==> config.mk <==
export PLATFORM = sky130hd
export DESIGN_NAME = multicycle_control
export DESIGN_NICKNAME = d
export VERILOG_FILES = /design/src/rtl/ctrl_pkg.sv /design/src/rtl/mem_wait_timer.sv /design/src/rtl/multicycle_control.sv
export SDC_FILE = /design/constraint.sdc
export NUM_CORES = 1
export LEC_CHECK = 0
export CAP_MARGIN = 15
export CELL_PAD_IN_SITES_DETAIL_PLACEMENT = 1
export CELL_PAD_IN_SITES_GLOBAL_PLACEMENT = 2
export CORE_ASPECT_RATIO = 1.1
export CORE_MARGIN = 4
export CORE_UTILIZATION = 30
export DETAILED_ROUTE_END_ITERATION = 6
export PLACE_DENSITY_LB_ADDON = 0.2
export SYNTH_ARGS = -nofsm -noshare
export SYNTH_HDL_FRONTEND = slang
export SYNTH_SLANG_ARGS = --single-unit
==> constraint.sdc <==
create_clock -name clk_i -period 4.8 [get_ports clk_i]
set_clock_uncertainty 0.2 [all_clocks]
set_input_delay 0.96 -clock clk_i [delete_from_list [all_inputs] [get_ports clk_i]]
set_output_delay 0.96 -clock clk_i [all_outputs]
set_load 0.01 [all_outputs]
==> src/rtl/ctrl_pkg.sv <==
// Shared definitions for the multicycle controller: state encoding,
// opcode values and the datapath select encodings.
package ctrl_pkg;

    typedef enum logic [3:0] {
        ST_FETCH     = 4'd0,
        ST_DECODE    = 4'd1,
        ST_MEM_ADDR  = 4'd2,
        ST_MEM_READ  = 4'd3,
        ST_MEM_WB    = 4'd4,
        ST_MEM_WRITE = 4'd5,
        ST_R_EXEC    = 4'd6,
        ST_R_WB      = 4'd7,
        ST_I_EXEC    = 4'd8,
        ST_I_WB      = 4'd9,
        ST_BRANCH    = 4'd10,
        ST_JUMP      = 4'd11,
        ST_TRAP      = 4'd12
    } state_t;

    localparam logic [5:0] OP_RTYPE = 6'h00;
    localparam logic [5:0] OP_ADDI  = 6'h08;
    localparam logic [5:0] OP_ORI   = 6'h0D;
    localparam logic [5:0] OP_LW    = 6'h23;
    localparam logic [5:0] OP_SW    = 6'h2B;
    localparam logic [5:0] OP_BEQ   = 6'h04;
    localparam logic [5:0] OP_J     = 6'h02;

    localparam logic [1:0] ALUOP_ADD   = 2'b00;
    localparam logic [1:0] ALUOP_SUB   = 2'b01;
    localparam logic [1:0] ALUOP_OR    = 2'b10;
    localparam logic [1:0] ALUOP_FUNCT = 2'b11;

    localparam logic [1:0] ALUB_REG    = 2'b00;
    localparam logic [1:0] ALUB_FOUR   = 2'b01;
    localparam logic [1:0] ALUB_IMM    = 2'b10;
    localparam logic [1:0] ALUB_IMMSH2 = 2'b11;

    localparam logic [1:0] PCSRC_ALU    = 2'b00;
    localparam logic [1:0] PCSRC_ALUOUT = 2'b01;
    localparam logic [1:0] PCSRC_JUMP   = 2'b10;

    // States that talk to memory and therefore may stall on ready
    function automatic logic isMemState(input state_t s);
        return (s == ST_FETCH) || (s == ST_MEM_READ) || (s == ST_MEM_WRITE);
    endfunction

    // Opcode dispatch out of DECODE; any set bit above the low six is illegal
    function automatic state_t decodeOp(input logic [5:0] op, input logic upperZero);
        state_t s;
        if (!upperZero) begin
            s = ST_TRAP;
        end else begin
            case (op)
                OP_RTYPE:       s = ST_R_EXEC;
                OP_ADDI, OP_ORI: s = ST_I_EXEC;
                OP_LW, OP_SW:   s = ST_MEM_ADDR;
                OP_BEQ:         s = ST_BRANCH;
                OP_J:           s = ST_JUMP;
                default:        s = ST_TRAP;
            endcase
        end
        return s;
    endfunction

endpackage

==> src/rtl/mem_wait_timer.sv <==
// Counts stalled cycles inside a memory state and flags the cycle on which
// one more stall would reach the limit.
module mem_wait_timer #(
    parameter int WAIT_MAX = 15
) (
    input  logic clk_i,
    input  logic rst_i,
    input  logic clear_i,
    input  logic tick_i,
    output logic expired_o
);

    localparam logic [7:0] LAST_COUNT = 8'(WAIT_MAX - 1);

    logic [7:0] r_count;

    // Stall counter: cleared on reset or whenever the controller is not dwelling in a memory state
    always_ff @(posedge clk_i) begin
        if (rst_i || clear_i) begin
            r_count <= '0;
        end else if (tick_i) begin
            r_count <= r_count + 8'd1;
        end
    end

    assign expired_o = tick_i && (r_count == LAST_COUNT);

endmodule

==> src/rtl/multicycle_control.sv <==
// Moore control FSM for a classic multicycle MIPS-style datapath, with
// memory-ready handshaking, a stall timeout and sticky fault flags.
module multicycle_control
    import ctrl_pkg::*;
#(
    parameter int MEM_HANDSHAKE = 1,
    parameter int WAIT_MAX      = 15,
    parameter int OP_W          = 6
) (
    input  logic            clk_i,
    input  logic            rst_i,
    input  logic [OP_W-1:0] op_i,
    input  logic            mem_ready_i,
    output logic            pc_write_o,
    output logic            pc_write_cond_o,
    output logic            iord_o,
    output logic            mem_read_o,
    output logic            mem_write_o,
    output logic            ir_write_o,
    output logic            mem_to_reg_o,
    output logic            reg_dst_o,
    output logic            reg_write_o,
    output logic            alu_src_a_o,
    output logic [1:0]      alu_src_b_o,
    output logic [1:0]      alu_op_o,
    output logic [1:0]      pc_source_o,
    output logic            instr_done_o,
    output logic            illegal_o,
    output logic            timeout_o,
    output logic [3:0]      state_o
);

    state_t          r_state;
    state_t          w_next;
    logic [5:0]      r_opQ;
    logic            r_illegal;
    logic            r_timeout;
    logic            w_readyEff;
    logic            w_inMem;
    logic            w_tick;
    logic            w_clear;
    logic            w_expired;
    logic [OP_W+5:0] w_opWide;
    logic [5:0]      w_op6;
    logic            w_opUpperZero;

    assign w_opWide      = {6'd0, op_i};
    assign w_op6         = w_opWide[5:0];
    assign w_opUpperZero = ((w_opWide >> 6) == '0);

    assign w_readyEff = (MEM_HANDSHAKE != 0) ? mem_ready_i : 1'b1;
    assign w_inMem    = isMemState(r_state);
    assign w_tick     = (MEM_HANDSHAKE != 0) && w_inMem && !mem_ready_i;
    assign w_clear    = !w_inMem || (w_next != r_state);

    mem_wait_timer #(
        .WAIT_MAX(WAIT_MAX)
    ) u_waitTimer (
        .clk_i    (clk_i),
        .rst_i    (rst_i),
        .clear_i  (w_clear),
        .tick_i   (w_tick),
        .expired_o(w_expired)
    );

    // State register
    always_ff @(posedge clk_i) begin
        if (rst_i) begin
            r_state <= ST_FETCH;
        end else begin
            r_state <= w_next;
        end
    end

    // Latched opcode and sticky fault flags, all held until reset
    always_ff @(posedge clk_i) begin
        if (rst_i) begin
            r_opQ     <= '0;
            r_illegal <= 1'b0;
            r_timeout <= 1'b0;
        end else begin
            if (r_state == ST_DECODE) begin
                r_opQ <= w_op6;
            end
            if ((r_state == ST_DECODE) && (w_next == ST_TRAP)) begin
                r_illegal <= 1'b1;
            end
            if (w_expired) begin
                r_timeout <= 1'b1;
            end
        end
    end

    // Next-state logic; ready beats expiry because expiry only fires on a stalled cycle
    always_comb begin
        w_next = r_state;
        case (r_state)
            ST_FETCH: begin
                if (w_readyEff)     w_next = ST_DECODE;
                else if (w_expired) w_next = ST_TRAP;
            end
            ST_DECODE:   w_next = decodeOp(w_op6, w_opUpperZero);
            ST_MEM_ADDR: w_next = (r_opQ == OP_LW) ? ST_MEM_READ : ST_MEM_WRITE;
            ST_MEM_READ: begin
                if (w_readyEff)     w_next = ST_MEM_WB;
                else if (w_expired) w_next = ST_TRAP;
            end
            ST_MEM_WB:   w_next = ST_FETCH;
            ST_MEM_WRITE: begin
                if (w_readyEff)     w_next = ST_FETCH;
                else if (w_expired) w_next = ST_TRAP;
            end
            ST_R_EXEC:   w_next = ST_R_WB;
            ST_R_WB:     w_next = ST_FETCH;
            ST_I_EXEC:   w_next = ST_I_WB;
            ST_I_WB:     w_next = ST_FETCH;
            ST_BRANCH:   w_next = ST_FETCH;
            ST_JUMP:     w_next = ST_FETCH;
            ST_TRAP:     w_next = ST_TRAP;
            default:     w_next = ST_TRAP;
        endcase
    end

    // Datapath controls per state; write strobes are suppressed under reset except a ready FETCH
    always_comb begin
        pc_write_o      = 1'b0;
        pc_write_cond_o = 1'b0;
        iord_o          = 1'b0;
        mem_read_o      = 1'b0;
        mem_write_o     = 1'b0;
        ir_write_o      = 1'b0;
        mem_to_reg_o    = 1'b0;
        reg_dst_o       = 1'b0;
        reg_write_o     = 1'b0;
        alu_src_a_o     = 1'b0;
        alu_src_b_o     = ALUB_REG;
        alu_op_o        = ALUOP_ADD;
        pc_source_o     = PCSRC_ALU;
        instr_done_o    = 1'b0;
        case (r_state)
            ST_FETCH: begin
                mem_read_o  = 1'b1;
                alu_src_b_o = ALUB_FOUR;
                ir_write_o  = w_readyEff;
                pc_write_o  = w_readyEff;
            end
            ST_DECODE: begin
                alu_src_b_o = ALUB_IMMSH2;
            end
            ST_MEM_ADDR: begin
                alu_src_a_o = 1'b1;
                alu_src_b_o = ALUB_IMM;
            end
            ST_MEM_READ: begin
                mem_read_o = 1'b1;
                iord_o     = 1'b1;
            end
            ST_MEM_WB: begin
                reg_write_o  = 1'b1;
                mem_to_reg_o = 1'b1;
                instr_done_o = 1'b1;
            end
            ST_MEM_WRITE: begin
                mem_write_o  = 1'b1;
                iord_o       = 1'b1;
                instr_done_o = w_readyEff;
            end
            ST_R_EXEC: begin
                alu_src_a_o = 1'b1;
                alu_op_o    = ALUOP_FUNCT;
            end
            ST_R_WB: begin
                reg_write_o  = 1'b1;
                reg_dst_o    = 1'b1;
                instr_done_o = 1'b1;
            end
            ST_I_EXEC: begin
                alu_src_a_o = 1'b1;
                alu_src_b_o = ALUB_IMM;
                alu_op_o    = (r_opQ == OP_ORI) ? ALUOP_OR : ALUOP_ADD;
            end
            ST_I_WB: begin
                reg_write_o  = 1'b1;
                instr_done_o = 1'b1;
            end
            ST_BRANCH: begin
                alu_src_a_o     = 1'b1;
                alu_op_o        = ALUOP_SUB;
                pc_write_cond_o = 1'b1;
                pc_source_o     = PCSRC_ALUOUT;
                instr_done_o    = 1'b1;
            end
            ST_JUMP: begin
                pc_write_o   = 1'b1;
                pc_source_o  = PCSRC_JUMP;
                instr_done_o = 1'b1;
            end
            default: begin
            end
        endcase
        if (rst_i && (r_state != ST_FETCH)) begin
            pc_write_o  = 1'b0;
            mem_write_o = 1'b0;
            reg_write_o = 1'b0;
            ir_write_o  = 1'b0;
        end
    end

    assign illegal_o = r_illegal;
    assign timeout_o = r_timeout;
    assign state_o   = r_state;

endmodule
==> metrics.txt, run 1 <==
Storage cell area=around 400 um2; total negative setup slack=0 ns; Final Hold Vio Count=0; Switching Share=33.0%; Synth async-reset ratio=0%; Top FF cell, synth=dfxtp_1; Worst-Margin Slew=0.784 ns; post-synthesis compound-gate area fraction=20.9%; # diodes=0; final WL=4.04 mm; root buf cell=clkbuf_8; register area share after synthesis=28.5%; drt via density=5.40; Clk pwr share=between 20% and 30%; initial drt markers=just under 80; fillcell total=553; share of power burned in registers=35.3%; Slew headroom=47.7%; pwr dens=315 nW/um2; number of global-route vias before repair=1,418; CTS Hold Bufs=0; xor/xnor share of the synthesized area=6.87%; Worst VDD drop=approximately 0.11 mV; Synth Area in Simple Gates=34.4%; TritonCTS clock tree=yes; status=complete, no violations; count of input and output buffers=31; core area=approximately 4400 um2; die area=5830 um2; Setup-failing EPs final=0; most frequent cells in the layout=nor2_1 (32), clkdlybuf4s50_1 (31), dfxtp_1 (20), nand2_1 (19), a21oi_1 (17); Area Growth Syn to Fin=28.2%; GPL Wtd Cong=0.751; post-CTS sizing=0; Synth Instances=191; CTS Sinks=20; Clock Pin Slew Worst Setup and Hold Paths=0.07 ns; setup bufs post-CTS=0; crit end category=output port; Place WS=0.991 ns; number of synthesized register bits=20; design area=about 1800 um2; unrepaired setup endpoints after global routing=no; final worst-path cycle share=79.5%; Final nets=approximately 230; crit path launch type=input port; Post-DRT Antenna Nets=0; Vias=1,453; # DRC=0; Max Root-Sink Buffers=2; DP Area=about 1700 um2; first-pass GRT wire length=6.71 mm; initial antenna violation count=0; Total GRT Usage=14.2%; final design utilization=40.8%; WP data arrival=around 2.7 ns; Site Rows=25; worst hold slack=0.264 ns; commonest non-fill, non-tap cell in the layout=nor2_1; P_leak=0.610 nW; DP Wirelength=3.03 mm; die width=73.2 um; layout cell share with drive strength beyond 1=between 5 and 6%; later-pin clock latency in the skew report=0.26 ns; synth warn=0; H-tree Lvls=1; largest net degree at the start of global routing=26; Final Max Tran Viols=0; CTS buffer count=3; final worst setup slack=0.986 ns; Mapped Area=1400 um2; mux cell area share after synthesis=less than 1%; Unique masters post-synth=47; min cycle time layout=roughly 3.8 ns; Ports=32; WP data required=approximately 3.6 ns; Initial Util=31.8%; Worst Path Max Fanout=7; Synth Net Count=202; main combinational cell family by area after synthesis=simple AND/OR/NAND/NOR gates; HP Class=reg -> reg; Synth Area in Adders=1.78%; Setup Crit Path Kind=in -> out; drt pass-1 iters=4; max cap viols=0; DR WL/cell=about 15 um; grt ovf=0; footprint of the multi-input gates=between 900 and 1000 um2; EDFF count, synth=0; Comb power frac=35.0%; Pint=between 0.3 and 0.4 mW; Switch Pwr=0.187 mW; syn_area_per_cell=7.34 um2; Max Fclk=0.262 GHz; Die H=79.7 um
-- state kept, by name, summed over array words and instances (netlist names) --
| signal | flops |
|---|---|
| u_waitTimer.r_count | 8 |
| illegal_o | 1 |
| r_opQ | 6 |
| state_o | 4 |
| timeout_o | 1 |
-- worst max-delay path: stages --
cell and delay, ns:
clkdlybuf4s50_1 0.58, nor2_1 0.12, mux2i_1 0.18, nor2_1 0.06
nor3_1 0.20, clkdlybuf4s50_1 0.56
-- path summary, 6_finish.rpt --
kind	start	end	slack, ns	cells after the start
min reg2reg	r_opQ[0]	r_opQ[0]	0.26	2
max reg2reg	state_o[0]	u_waitTimer.r_count[1]	2.30	5
max	mem_ready_i	instr_done_o	0.99	6
min	r_opQ[0]	r_opQ[0]	0.26	2
-- power groups by stage --
stage / logic, mW / registers [mW] / clock network [mW]
floorplan: 0.138 / 0.191 / 0
global placement: 0.196 / 0.203 / 0
detailed placement: 0.200 / 0.204 / 0
CTS: 0.202 / 0.200 / 0.172
global route: 0.221 / 0.203 / 0.177
finish: 0.199 / 0.200 / 0.168
-- Yosys cell counts, types with 5 or more instances --
cell,number,area [um2]
dfxtp_1,20,400
clkbuf_1,7,26.3
nand3_1,6,30.0
nor2_1,32,120
a21oi_1,17,85.1
nor4_1,6,37.5
o21ai_0,5,25.0
nor3_1,12,60.1
xnor2_1,7,61.3
nand2_1,19,71.3
inv_1,7,26.3
-- per-layer routing --
layer	global-route usage [%]	wire (um)	share of wire [%]
met5	0	0	0
met4	3.69	46	1.1
met3	2.02	181	4.5
met2	23.9	1880	47
met1	18.8	1940	48
-- cells by family (layout without fill, tap and decap cells) --
family / after synthesis / count (layout)
buf+inv: 20 / 44
flops: 20 / 20
xor+xnor: 11 / 11
compound gates: 40 / 40
simple gates: 97 / 97
mux: 1 / 1
fa+ha+maj: 2 / 2
-- cell type report --
class                      instances  area share (%)
multi-input combinational        151            50.5
sequential                        20            22.3
timing repair buffer              33            18.1
tap                               54            3.76
clock buffer                       3            2.30
clock inverter                     1            1.67
inverter                           7            1.46
-- per-stage QoR --
step                      instances  total power, mW
after floorplan                 191            0.329
after global routing            269            0.601
after global placement          265            0.400
after detailed placement        265            0.405
after CTS                       269            0.574
final                           269            0.567
Power figures use the tool's default switching activity.
==> run 2: changes to the inputs <==
--- a/config.mk
+++ b/config.mk
@@ -10,7 +10,7 @@
 export CELL_PAD_IN_SITES_GLOBAL_PLACEMENT = 2
 export CORE_ASPECT_RATIO = 1.1
 export CORE_MARGIN = 4
-export CORE_UTILIZATION = 30
+export CORE_UTILIZATION = 25
 export DETAILED_ROUTE_END_ITERATION = 6
 export PLACE_DENSITY_LB_ADDON = 0.2
 export SYNTH_ARGS = -nofsm -noshare
==> constraint.sdc (replaced) <==
create_clock -name clk_i -period 3.1 [get_ports clk_i]
set_clock_uncertainty 0.2 [all_clocks]
set_input_delay 0.62 -clock clk_i [delete_from_list [all_inputs] [get_ports clk_i]]
set_output_delay 0.62 -clock clk_i [all_outputs]
set_load 0.01 [all_outputs]
==> metrics.txt, run 2 (synthesis gave the netlist of run 1 again) <==
status=complete, no violations; max cap viols=0 (unchanged); largest net degree at the start of global routing=23 (-12%); WP data required=2.28 ns (-1.36 ns); die area=6870 um2 (+18%); H-tree Lvls=1 (unchanged); # diodes=0 (unchanged); Initial Util=26.0% (-5.8 points); HP Class=reg -> reg; Ports=32 (unchanged); total negative setup slack=0 ns (unchanged); unrepaired setup endpoints after global routing=no; Hold EP=r_opQ[4]; initial antenna violation count=0 (unchanged); number of global-route vias before repair=1,485 (+4.7%); drt pass-1 iters=4 (unchanged); Final Max Tran Viols=0 (unchanged); worst r2r src=state_o[2]; die width=79.4 um (+8.5%); later-pin clock latency in the skew report=0.26 ns (about the same); pwr dens=448 nW/um2 (+42%); Hold Path Depth=2 (unchanged); final WL=4.10 mm (+1.3%); final worst-path cycle share=94.0%; Worst-Margin Slew=0.641 ns (-0.143 ns); Place WS=0.194 ns (-0.797 ns); Reg with most FFs=u_waitTimer.r_count; Storage cell area=400 um2 (unchanged); design area=1850 um2 (+2.6%); Area Growth Syn to Fin=31.6%; TritonCTS clock tree=yes; Total Power=0.827 mW (+46%); Crit. Startpoint=mem_ready_i; cell count of the worst reg-to-reg path=6 (+1); drt via density=4.97 (-8.1%); Final nets=232 (+2.2%); Max Fclk=0.343 GHz; Max Root-Sink Buffers=2 (unchanged); CTS buffer count=3 (unchanged); # DRC=0 (unchanged); DP Wirelength=3.24 mm (+6.8%); most frequent cells in the layout=nor2_1 (32), clkdlybuf4s50_1 (31), dfxtp_1 (20), nand2_1 (19), a21oi_1 (17); Slew headroom=57.0% (+9.4 points); crit end category=output port; root buf cell=clkbuf_8; first-pass GRT wire length=7.04 mm (+4.8%); count of input and output buffers=31 (unchanged); post-CTS sizing=0 (unchanged); CTS Hold Bufs=0 (unchanged); R2R setup slack=0.71 ns (-1.59 ns); setup bufs post-CTS=0 (unchanged); Clock Pin Slew Worst Setup and Hold Paths=0.07 ns (about the same); DP Area=1790 um2 (+3.7%); Die H=86.6 um (+8.6%); final design utilization=34.2% (-6.6 points); Worst VDD drop=0.113 mV (+1.0%); DR WL/cell=13.9 um (-7.6%); crit path launch type=input port; RR Endpoint=u_waitTimer.r_count[1]; Vias=1,465 (+0.83%); number of flip-flops under the largest register name=8 (unchanged); footprint of the multi-input gates=907 um2 (unchanged); Final Hold Vio Count=0 (unchanged); Hold Crit Start=r_opQ[4]; Site Rows=28 (+12%); fillcell total=698 (+26%); Worst Path Max Fanout=2 (-5); Total GRT Usage=12.7% (-1.5 points); commonest non-fill, non-tap cell in the layout=nor2_1; CTS Sinks=20 (unchanged); final worst setup slack=0.186 ns (-0.800 ns); WP data arrival=2.09 ns (-0.56 ns); GPL Wtd Cong=0.728 (-3.2%); initial drt markers=56 (-27%); Post-DRT Antenna Nets=0 (unchanged); Setup-failing EPs final=0 (unchanged); Setup Crit Path Kind=in -> out; min cycle time layout=2.91 ns; P_leak=0.628 nW (+3.1%); layout cell share with drive strength beyond 1=7.27% (+2.2 points); core area=5400 um2 (+22%); grt ovf=0 (unchanged)
## run 2: changes by cell type in the layout (fill, tap and decap cells not counted)
cell       previous run  this run
clkbuf_8              3         4
bufinv_16             1         0
buf_4                 2         7
## run 2: worst max-delay path by stage
stage / end / cells after the start / slack [ns]
global placement: instr_done_o / 6 / 0.20
finish: instr_done_o / 6 / 0.19
global route: pc_write_o / 4 / 0.1
detailed placement: instr_done_o / 6 / 0.19
CTS: instr_done_o / 6 / 0.18
floorplan: pc_write_o / 5 / 0.71
## run 2: critical path: stages
cell and delay, ns:
clkdlybuf4s50_1 0.48, nor2_1 0.07, mux2i_1 0.14, nor2_1 0.05, nor3_1 0.18, clkdlybuf4s50_1 0.56
## run 2: cell type report
cell class                      instances  area share [%]
Inverter                                7            1.42
Multi-Input combinational cell        151            49.2
Tap cell                               75            5.08
Clock buffer                            4            2.98
Sequential cell                        20            21.7
Timing Repair Buffer                   38            19.7
## run 2: stage by stage
stage / hold WS (ns) / std cells
final: 0.269 / 295
after floorplan: 0.231 / 191
after global placement: 0.243 / 291
after CTS: 0.276 / 295
after global routing: 0.295 / 295
after detailed placement: 0.266 / 291
## run 2: power by group
part	switching, mW	internal, mW	leakage, nW	total [mW]
Sequential	0.0192	0.274	0.162	0.293
Clock	0.0853	0.113	0.0288	0.198
Combinational	0.184	0.151	0.437	0.335
Total	0.289	0.538	0.628	0.827
## run 2: routing by layer
| metal | global-route usage (%) | share of wire [%] | up-vias |
|---|---|---|---|
| met5 | 0 | 0 | - |
| met4 | 5.16 | 1.6 | 0 |
| met3 | 1.56 | 3.1 | 6 |
| met2 | 21.7 | 48 | 33 |
| met1 | 16.3 | 47 | 698 |
| li1 | - | - | 728 |
==> run 3: changes to the inputs <==
--- a/config.mk
+++ b/config.mk
@@ -13,6 +13,7 @@
 export CORE_UTILIZATION = 25
 export DETAILED_ROUTE_END_ITERATION = 6
 export PLACE_DENSITY_LB_ADDON = 0.2
+export SLEW_MARGIN = 5
 export SYNTH_ARGS = -nofsm -noshare
 export SYNTH_HDL_FRONTEND = slang
 export SYNTH_SLANG_ARGS = --single-unit
==> constraint.sdc (replaced) <==
create_clock -name clk_i -period 3.1 [get_ports clk_i]
set_clock_uncertainty 0.2 [all_clocks]
set_input_delay 0.62 -clock clk_i [delete_from_list [all_inputs] [get_ports clk_i]]
set_output_delay 0.62 -clock clk_i [all_outputs]
set_load 0.1 [all_outputs]
==> metrics.txt, run 3 (synthesis gave the netlist of run 1 again) <==
status=complete, no violations; Worst-Margin Slew=0.624 ns (-0.0173 ns); Hold EP=r_opQ[0]; DP Wirelength=3.33 mm (+2.9%); CTS buffer count=3 (unchanged); R2R setup slack=0.71 ns (about the same); initial drt markers=78 (+39%); number of global-route vias before repair=1,564 (+5.3%); die area=6870 um2 (unchanged); P_leak=0.689 nW (+9.6%); worst r2r src=state_o[0]; WP data arrival=1.98 ns (-0.11 ns); max cap viols=0 (unchanged); Area Growth Syn to Fin=41.3%; RR Endpoint=u_waitTimer.r_count[1]; count of input and output buffers=31 (unchanged); Vias=1,421 (-3.0%); Worst Path Max Fanout=7 (+5); Total GRT Usage=13.2% (+0.42 points); pwr dens=599 nW/um2 (+34%); H-tree Lvls=1 (unchanged); unrepaired setup endpoints after global routing=no; Final Max Tran Viols=0 (unchanged); crit path launch type=input port; most frequent cells in the layout=nor2_1 (27), nand2_1 (19), buf_4 (18), dfxtp_1 (16), a21oi_1 (14); Final Hold Vio Count=0 (unchanged); Die H=86.6 um (unchanged); Final nets=227 (-2.2%); drt via density=4.90 (-1.3%); Slew headroom=58.2% (+1.2 points); cell mode on critical path=nor2_1; commonest non-fill, non-tap cell in the layout=nor2_1; Total Power=1.19 mW (+44%); Post-DRT Antenna Nets=0 (unchanged); Storage cell area=413 um2 (+3.1%); first-pass GRT wire length=7.40 mm (+5.1%); critical path's slowest cell=clkdlybuf4s50_1; drt pass-1 iters=4 (unchanged); Max Root-Sink Buffers=2 (unchanged); met1 Track Usage GR=16.6% (+0.35 points); DR WL/cell=14.5 um (+4.7%); setup bufs post-CTS=0 (unchanged); Hold Crit Start=r_opQ[0]; Initial Util=26.0% (unchanged); final WL=4.22 mm (+2.9%); footprint of the multi-input gates=1020 um2 (+13%); worst-path cell chain=clkdlybuf4s50_1, nor2_1, mux2i_1, nor2_1, nor3_4, buf_12; Worst VDD drop=0.181 mV (+60%); largest net degree at the start of global routing=26 (+13%); fillcell total=673 (-3.6%); # diodes=0 (unchanged); root buf cell=clkbuf_8; post-CTS sizing=0 (unchanged); HP Class=reg -> reg; M2 GR Usage=23.1% (+1.5 points); Hold Path Depth=2 (unchanged); layout cell share with drive strength beyond 1=24.2% (+17 points); cell count of the worst reg-to-reg path=5 (-1); initial antenna violation count=0 (unchanged); # DRC=0 (unchanged); Reg with most FFs=u_waitTimer.r_count; met3 Usage GRT=2.08% (+0.52 points); number of flip-flops under the largest register name=8 (unchanged); GPL Wtd Cong=0.752 (+3.3%); Ports=32 (unchanged); grt peak-use layer=met2; Setup-failing EPs final=0 (unchanged); Max Fclk=0.357 GHz (+4.1%); CTS Hold Bufs=0 (unchanged); WP data required=2.28 ns (about the same); later-pin clock latency in the skew report=0.26 ns (about the same); TritonCTS clock tree=yes; Setup Crit Path Kind=in -> out; core area=5400 um2 (unchanged); fin cells=290 (-1.7%); final worst-path cycle share=90.3% (-3.7 points); crit end category=output port; Clock Pin Slew Worst Setup and Hold Paths=0.07 ns (about the same); grt ovf=0 (unchanged); Cells after DPL=286 (-1.7%); CTS Sinks=20 (unchanged); min cycle time layout=2.80 ns (-0.113 ns); Slowest Stage Delay on Critical Path=0.57 ns (about the same); die width=79.4 um (unchanged); Site Rows=28 (unchanged)
## run 3: cell count changes in the layout (fill, tap and decap cells not counted), moves of 2 or more
cell | previous run | this run
a21oi_1 | 17 | 14
a21oi_4 | 0 | 2
buf_12 | 0 | 7
buf_4 | 7 | 18
clkdlybuf4s50_1 | 31 | 8
dfxtp_1 | 20 | 16
dfxtp_4 | 0 | 3
nor2_1 | 32 | 27
nor2_2 | 0 | 2
nor2_4 | 0 | 3
nor3_1 | 12 | 6
nor3_4 | 0 | 5
## run 3: metrics by stage
step | area, um2 | utilization (%) | TNS (ns) | hold slack, ns | setup WS [ns]
after global placement | 1910 | 35.4 | 0 | 0.244 | 0.357
final | 1980 | 36.7 | 0 | 0.263 | 0.300
after detailed placement | 1910 | 35.4 | 0 | 0.256 | 0.305
after global routing | 1980 | 36.7 | 0 | 0.295 | 0.110
after CTS | 1980 | 36.7 | 0 | 0.267 | 0.271
after floorplan | 1530 | - | -0.206 | 0.231 | -0.206
## run 3: worst max-delay path by stage
| stage | startpoint | endpoint | slack, ns |
|---|---|---|---|
| finish | mem_ready_i | instr_done_o | 0.30 |
| detailed placement | mem_ready_i | instr_done_o | 0.30 |
| global route | state_o[0] | instr_done_o | 0.11 |
| floorplan | state_o[0] | instr_done_o | -0.21 |
| global placement | mem_ready_i | instr_done_o | 0.36 |
| CTS | state_o[0] | instr_done_o | 0.27 |
## run 3: report_power, final
group | switching, mW | total, mW | internal (mW) | leakage [nW]
sequential | 0.0542 | 0.329 | 0.275 | 0.165
combinational | 0.414 | 0.593 | 0.179 | 0.488
clock | 0.0928 | 0.265 | 0.172 | 0.0357
## run 3: metal layers
metal | wire length [um] | up-vias
li1 | - | 719
met1 | 1950 | 674
met2 | 2100 | 22
met3 | 123 | 6
met4 | 51 | 0
met5 | 0 | -
## run 3: worst max-delay path, delay by kind of cell
kind | cells | cell delay (ns)
buf+inv | 2 | 0.77
simple gates | 3 | 0.43
mux | 1 | 0.16
## run 3: area by class of cell
class	instances	share of cell area, %
multi-input cells	151	51.6
flip-flops and latches	20	20.8
repair buffers	33	17.9
well taps	75	4.73
clock buffers	3	2.08
clock inverters	1	1.52
inverters	7	1.33
